[src/rtl/voice_bus_pkg.sv]
// Shared definitions for the voice chip bus writer.
// Contents:
//   VOICE_ADDR_W  - width of an allophone/register address (7)
//   voice_cmd_t   - one queued write command (address + D5 bit)
//   VOICE_CMD_W   - packed width of voice_cmd_t
//   wr_state_e    - write-cycle FSM states
//   max_int       - helper used to size counters from the timing parameters
package voice_bus_pkg;

   localparam int VOICE_ADDR_W = 7;

   typedef struct packed {
      logic [VOICE_ADDR_W-1:0] addr;
      logic                    d5;
   } voice_cmd_t;

   localparam int VOICE_CMD_W = $bits(voice_cmd_t);

   typedef enum logic [2:0] {
      ST_IDLE     = 3'd0,
      ST_WAIT_LRQ = 3'd1,
      ST_SETUP    = 3'd2,
      ST_STROBE   = 3'd3,
      ST_HOLD     = 3'd4
   } wr_state_e;

   function automatic int max_int(input int a, input int b);
      return (a > b) ? a : b;
   endfunction

endpackage

[src/rtl/voice_cmd_fifo.sv]
// Command queue for the voice bus writer: synchronous FIFO with a
// first-word-fall-through head (head_o shows the oldest entry while not empty).
// Ports:
//   clk_i    - clock
//   rst_i    - synchronous active-high reset, empties the queue
//   push_i   - write wdata_i (ignored while full)
//   wdata_i  - command to enqueue
//   pop_i    - drop the head entry (ignored while empty)
//   head_o   - oldest queued command
//   full_o   - queue holds DEPTH entries
//   empty_o  - queue holds no entries
module voice_cmd_fifo
   import voice_bus_pkg::*;
#(
   parameter int DEPTH = 4
) (
   input  logic       clk_i,
   input  logic       rst_i,
   input  logic       push_i,
   input  voice_cmd_t wdata_i,
   input  logic       pop_i,
   output voice_cmd_t head_o,
   output logic       full_o,
   output logic       empty_o
);

   localparam int PTR_W = $clog2(DEPTH);

   // Pointers carry one extra wrap bit so full and empty can be told apart.
   voice_cmd_t       mem_q [DEPTH];
   voice_cmd_t       mem_d [DEPTH];
   logic [PTR_W:0]   wr_ptr_q;
   logic [PTR_W:0]   wr_ptr_d;
   logic [PTR_W:0]   rd_ptr_q;
   logic [PTR_W:0]   rd_ptr_d;

   assign empty_o = (wr_ptr_q == rd_ptr_q);
   assign full_o  = (wr_ptr_q[PTR_W] != rd_ptr_q[PTR_W]) &&
                    (wr_ptr_q[PTR_W-1:0] == rd_ptr_q[PTR_W-1:0]);
   assign head_o  = mem_q[rd_ptr_q[PTR_W-1:0]];

   // Next storage and pointer values from push/pop requests.
   always_comb begin
      mem_d    = mem_q;
      wr_ptr_d = wr_ptr_q;
      rd_ptr_d = rd_ptr_q;
      if (push_i && !full_o) begin
         mem_d[wr_ptr_q[PTR_W-1:0]] = wdata_i;
         wr_ptr_d = wr_ptr_q + {{PTR_W{1'b0}}, 1'b1};
      end else begin
         wr_ptr_d = wr_ptr_q;
      end
      if (pop_i && !empty_o) begin
         rd_ptr_d = rd_ptr_q + {{PTR_W{1'b0}}, 1'b1};
      end else begin
         rd_ptr_d = rd_ptr_q;
      end
   end

   // Queue state registers.
   always_ff @(posedge clk_i) begin
      if (rst_i) begin
         for (int i = 0; i < DEPTH; i++) begin
            mem_q[i] <= {VOICE_CMD_W{1'b0}};
         end
         wr_ptr_q <= {(PTR_W+1){1'b0}};
         rd_ptr_q <= {(PTR_W+1){1'b0}};
      end else begin
         mem_q    <= mem_d;
         wr_ptr_q <= wr_ptr_d;
         rd_ptr_q <= rd_ptr_d;
      end
   end

endmodule

[src/rtl/voice_bus_writer.sv]
// Queues voice chip write commands and replays each one on the cartridge bus
// once the voice chip signals load request, with programmable setup, strobe
// and hold timing and a timeout that drops a command the chip never asks for.
// Ports:
//   clock_i, reset_i          - clock, synchronous active-high reset
//   cmd_valid_i/cmd_ready_o   - command handshake (ready = queue not full)
//   cmd_addr_i, cmd_d5_i      - command payload
//   lrq_n_i                   - asynchronous load request, low = chip ready
//   cart_cs_o, cart_wr_n_o    - registered bus chip-select / write strobe
//   voice_addr_o, voice_d5_o  - registered bus address / D5
//   busy_o                    - FSM active or commands pending
//   timeout_o                 - one-cycle pulse when a command is dropped
module voice_bus_writer
   import voice_bus_pkg::*;
#(
   parameter int SETUP_CYC   = 2,
   parameter int STROBE_CYC  = 3,
   parameter int HOLD_CYC    = 2,
   parameter int FIFO_DEPTH  = 4,
   parameter int TIMEOUT_CYC = 65535
) (
   input  logic                    clock_i,
   input  logic                    reset_i,
   input  logic                    cmd_valid_i,
   output logic                    cmd_ready_o,
   input  logic [VOICE_ADDR_W-1:0] cmd_addr_i,
   input  logic                    cmd_d5_i,
   input  logic                    lrq_n_i,
   output logic                    cart_cs_o,
   output logic                    cart_wr_n_o,
   output logic [VOICE_ADDR_W-1:0] voice_addr_o,
   output logic                    voice_d5_o,
   output logic                    busy_o,
   output logic                    timeout_o
);

   // One counter serves both the load-request wait and the bus phases.
   localparam int CNT_W = $clog2(max_int(max_int(SETUP_CYC, STROBE_CYC),
                                         max_int(HOLD_CYC, TIMEOUT_CYC)) + 1);
   localparam logic [CNT_W-1:0] CNT_ZERO    = {CNT_W{1'b0}};
   localparam logic [CNT_W-1:0] CNT_ONE     = CNT_W'(1'b1);
   localparam logic [CNT_W-1:0] SETUP_LAST  = CNT_W'(SETUP_CYC - 1);
   localparam logic [CNT_W-1:0] STROBE_LAST = CNT_W'(STROBE_CYC - 1);
   localparam logic [CNT_W-1:0] HOLD_LAST   = CNT_W'(HOLD_CYC - 1);
   localparam logic [CNT_W-1:0] WAIT_LAST   = CNT_W'(TIMEOUT_CYC - 1);

   wr_state_e               state_q, state_d;
   logic [CNT_W-1:0]        cnt_q, cnt_d;
   logic [1:0]              lrq_sync_q, lrq_sync_d;
   logic                    cs_q, cs_d;
   logic                    wr_n_q, wr_n_d;
   logic [VOICE_ADDR_W-1:0] addr_q, addr_d;
   logic                    d5_q, d5_d;
   logic                    timeout_q, timeout_d;

   logic                    fifo_push_s;
   logic                    fifo_pop_s;
   logic                    fifo_full_s;
   logic                    fifo_empty_s;
   voice_cmd_t              fifo_wdata_s;
   voice_cmd_t              fifo_head_s;

   assign cmd_ready_o       = !fifo_full_s;
   assign fifo_push_s       = cmd_valid_i && !fifo_full_s;
   assign fifo_wdata_s.addr = cmd_addr_i;
   assign fifo_wdata_s.d5   = cmd_d5_i;

   voice_cmd_fifo #(
      .DEPTH (FIFO_DEPTH)
   ) u_fifo (
      .clk_i   (clock_i),
      .rst_i   (reset_i),
      .push_i  (fifo_push_s),
      .wdata_i (fifo_wdata_s),
      .pop_i   (fifo_pop_s),
      .head_o  (fifo_head_s),
      .full_o  (fifo_full_s),
      .empty_o (fifo_empty_s)
   );

   assign cart_cs_o    = cs_q;
   assign cart_wr_n_o  = wr_n_q;
   assign voice_addr_o = addr_q;
   assign voice_d5_o   = d5_q;
   assign timeout_o    = timeout_q;
   assign busy_o       = (state_q != ST_IDLE) || !fifo_empty_s;

   // Next state, phase counter, queue pop and next registered bus outputs.
   always_comb begin
      state_d    = state_q;
      cnt_d      = cnt_q;
      addr_d     = addr_q;
      d5_d       = d5_q;
      timeout_d  = 1'b0;
      fifo_pop_s = 1'b0;
      lrq_sync_d = {lrq_sync_q[0], lrq_n_i};
      case (state_q)
         ST_IDLE: begin
            if (!fifo_empty_s) begin
               state_d = ST_WAIT_LRQ;
               cnt_d   = CNT_ZERO;
            end else begin
               state_d = ST_IDLE;
            end
         end
         ST_WAIT_LRQ: begin
            // A ready chip wins over an expiring wait on the same cycle.
            if (!lrq_sync_q[1]) begin
               state_d = ST_SETUP;
               cnt_d   = CNT_ZERO;
               addr_d  = fifo_head_s.addr;
               d5_d    = fifo_head_s.d5;
            end else if (cnt_q == WAIT_LAST) begin
               state_d    = ST_IDLE;
               cnt_d      = CNT_ZERO;
               fifo_pop_s = 1'b1;
               timeout_d  = 1'b1;
            end else begin
               cnt_d = cnt_q + CNT_ONE;
            end
         end
         ST_SETUP: begin
            if (cnt_q == SETUP_LAST) begin
               state_d = ST_STROBE;
               cnt_d   = CNT_ZERO;
            end else begin
               cnt_d = cnt_q + CNT_ONE;
            end
         end
         ST_STROBE: begin
            if (cnt_q == STROBE_LAST) begin
               state_d = ST_HOLD;
               cnt_d   = CNT_ZERO;
            end else begin
               cnt_d = cnt_q + CNT_ONE;
            end
         end
         ST_HOLD: begin
            if (cnt_q == HOLD_LAST) begin
               state_d    = ST_IDLE;
               cnt_d      = CNT_ZERO;
               fifo_pop_s = 1'b1;
            end else begin
               cnt_d = cnt_q + CNT_ONE;
            end
         end
         default: begin
            state_d = ST_IDLE;
            cnt_d   = CNT_ZERO;
         end
      endcase
      // Bus strobes are decoded from the next state so they leave a flop.
      cs_d   = (state_d == ST_SETUP) || (state_d == ST_STROBE) || (state_d == ST_HOLD);
      wr_n_d = (state_d != ST_STROBE);
   end

   // FSM, synchronizer and bus output registers.
   always_ff @(posedge clock_i) begin
      if (reset_i) begin
         state_q    <= ST_IDLE;
         cnt_q      <= CNT_ZERO;
         lrq_sync_q <= 2'b11;
         cs_q       <= 1'b0;
         wr_n_q     <= 1'b1;
         addr_q     <= {VOICE_ADDR_W{1'b0}};
         d5_q       <= 1'b0;
         timeout_q  <= 1'b0;
      end else begin
         state_q    <= state_d;
         cnt_q      <= cnt_d;
         lrq_sync_q <= lrq_sync_d;
         cs_q       <= cs_d;
         wr_n_q     <= wr_n_d;
         addr_q     <= addr_d;
         d5_q       <= d5_d;
         timeout_q  <= timeout_d;
      end
   end

endmodule

[config.mk]
export PLATFORM = sky130hd
export DESIGN_NAME = voice_bus_writer
export DESIGN_NICKNAME = d
export VERILOG_FILES = /design/src/rtl/voice_bus_pkg.sv /design/src/rtl/voice_cmd_fifo.sv /design/src/rtl/voice_bus_writer.sv
export SDC_FILE = /design/constraint.sdc
export NUM_CORES = 1
export LEC_CHECK = 0
export BUFFER_PORTS_ARGS = -buffer_cell sky130_fd_sc_hd__buf_2
export CAP_MARGIN = 20
export CORE_MARGIN = 2
export CORE_UTILIZATION = 24
export DETAILED_ROUTE_END_ITERATION = 10
export PLACE_DENSITY = 0.38
export RECOVER_POWER = 50
export REMOVE_ABC_BUFFERS = 1
export SYNTH_ARGS = -nofsm -noshare
export SYNTH_HDL_FRONTEND = slang
export SYNTH_HIERARCHICAL = 1
export SYNTH_SLANG_ARGS = --single-unit
[constraint.sdc]
create_clock -name clock_i -period 2.4 [get_ports clock_i]
set_clock_uncertainty 0.1 [all_clocks]
set_input_delay 0.36 -clock clock_i [delete_from_list [all_inputs] [get_ports clock_i]]
set_output_delay 0.36 -clock clock_i [all_outputs]
set_load 0.02 [all_outputs]
==> flow_summary.ini <==
[placement]
io_buffer_count = 24
gp_congestion = 0.779
dpl.hpwl_mm = 6.36
placed_area_mm2 = 0.00421

[cts]
clock_latency_ns = 0.33
cts_tree = built
htree_levels = 3
post_cts_buffers = 0
cts.sinks = 70
cts_resized = 0
clockRootBuffer = clkbuf_16
clk_pin_slew_ns = 0.06
cts-hold-fix-buffers = 0
cts_made_buffers = 9
clockBufferDepth = 2

[cells_and_area]
nets = 453
syn2layout_area_growth_pct = 24.5
final_cell_mix = dfxtp_1 (70), nand2b_1 (44), nand2_1 (43)
layout_commonest_cell = dfxtp_1
final_layout_size_suffix_gt1_share_pct = 22.4
design_area_mm2 = 0.00449
num_antenna_cells = 0

[setup_path]
path_class = flop to flop
start_kind = flop
r2r_setup_slack_ns = 0.04
cp_max_fo = 3
required_ns = 2.52
end_kind = flop
cp_data_arrival_time_ns = 2.48

[detailed_routing]
ant_nets = 0
vias = 2818
routed_via_density = 4.54
drc = 0
routed_wl_mm = 8.97
wl_per_cell_um = 14.4
drtIter0Drc = 118
firstDrtPassIters = 4

[sta]
period_minus_slack_ns = 2.36
max-slew-margin-rel_pct = 53.4
fmax_mhz = 424
hold_viol_final = 0
rsz0062_at_grt = yes
tightest_slew_ns = 0.699
setup_violations = 0
finalCritPeriodShare_pct = 98.2
slew_viol_final = 0

[floorplanning]
initial_core_util_pct = 24.7
core-area_mm2 = 0.0146
dieArea_mm2 = 0.0160
rows = 44
die_w_um = 127
die-height_um = 127
io_pins = 25

[power]
leakage_uw = 0.00180
peakVddDrop_uv = 323
p_total_uw = 3190
power.density_mw_per_mm2 = 711

[run]
drv_cap = 0

[synth]
synth_seq_area_share_pct = 38.8
async_flop_share_pct = 0
yosys_warnings = 6
avgSynthCellArea_um2 = 9.63
synthCells = 375
synth_edf_count = 0
ys.flop_type = dfxtp_1
synth_area_leaders = dfxtp_1 (39%), mux2i_1 (9.7%), nand2b_1 (7.6%)
synth_top_cell_by_area = dfxtp_1
synth_top_cell_area_share_pct = 38.8
ys_ff_latch = 70
syn_area_mm2 = 0.00361
synth_cell_types = 62

[grt]
grt_pass1_vias = 2832
overflow = 0
grt_pass1_wl_mm = 14.8
grt_max_degree = 54
antenna_found_initial = 0
grt_usage_pct = 11.8

[outcome]
status = finished, final reports clean

[min_path]
hold_path_class = primary input to flop
## layer usage
metal | global-route usage, % | share of wire, % | vias to the layer above
li1 | - | - | 1438
met1 | 14.9 | 49 | 1323
met2 | 19.3 | 46 | 42
met3 | 3.33 | 3.7 | 15
met4 | 4.07 | 1.6 | 0
met5 | 0 | 0 | -
## where the power goes
part	total, µW	internal (µW)	switching (µW)
sequential	1230	1210	25.1
clock	1550	1040	506
combinational	414	183	232
total	3190	2430	763
## stage by stage
stage               hold slack (ns)  setup TNS, ns  worst slack (ns)  utilization, %  std cells
finish                        0.114              0            0.0427            30.8        621
global route                  0.109         -0.231            -0.102            30.8        621
CTS                           0.105              0            0.0262            31.2        621
detailed placement            0.302              0            0.0398            28.8        606
global placement              0.302              0            0.0402            28.8        606
floorplan                     0.289          -3.03            -0.287               -        356
## cells by family (layout without fill, tap and decap cells)
family,Yosys count,count (layout),share of synthesized area (%)
flops,70,70,38.8
xor+xnor,14,14,4.02
compound gates,49,49,11.0
simple gates,157,157,24.0
mux,46,46,15.7
buf+inv,31,93,3.71
fa+ha+maj,8,8,2.77
## cell type report
type,count,area (µm²)
clock inverter,5,106
multi-input combinational,274,2050
clock buffer,10,239
fill,1528,10100
inverter,12,45.0
sequential,70,1400
timing repair buffer,66,422
tap,184,230
## registers in the layout, summed over array words and instances (netlist names)
register / flops
u_fifo/mem_q: 32
cnt_q: 16
voice_addr_o: 7
state_q: 3
u_fifo/rd_ptr_q: 3
u_fifo/wr_ptr_q: 3
lrq_sync_q: 2
cart_cs_o: 1
cart_wr_n_o: 1
timeout_o: 1
voice_d5_o: 1
## Yosys cell counts, types with 4 or more instances
cell type / instances
xnor2_1: 6
nor2b_1: 6
mux2i_1: 35
buf_2: 5
inv_1: 12
a211oi_1: 4
xor2_1: 5
dfxtp_1: 70
nand2b_1: 44
nor3_1: 8
nand3_1: 11
mux4_2: 8
o21ai_0: 4
a21oi_1: 12
nand4_1: 6
clkbuf_1: 12
ha_1: 8
nor2_1: 16
nand2_1: 43
## worst max-delay path: stages (launching register included)
cell and delay, ns:
dfxtp_1 0.30, or4_1 0.64, nor4_2 0.40, nand3_1 0.14
nand2_1 0.13, o31a_1 0.20, mux2_2 0.34
## path summary, 6_finish.rpt
check                      from            endpoint  depth (start not counted)
setup / recovery      cnt_q[15]  u_fifo/rd_ptr_q[0]                          6
hold / removal          lrq_n_i       lrq_sync_q[0]                          2
setup reg to reg      cnt_q[15]  u_fifo/rd_ptr_q[0]                          6
hold reg to reg   lrq_sync_q[0]       lrq_sync_q[1]                          1
Power figures use the tool's default switching activity.
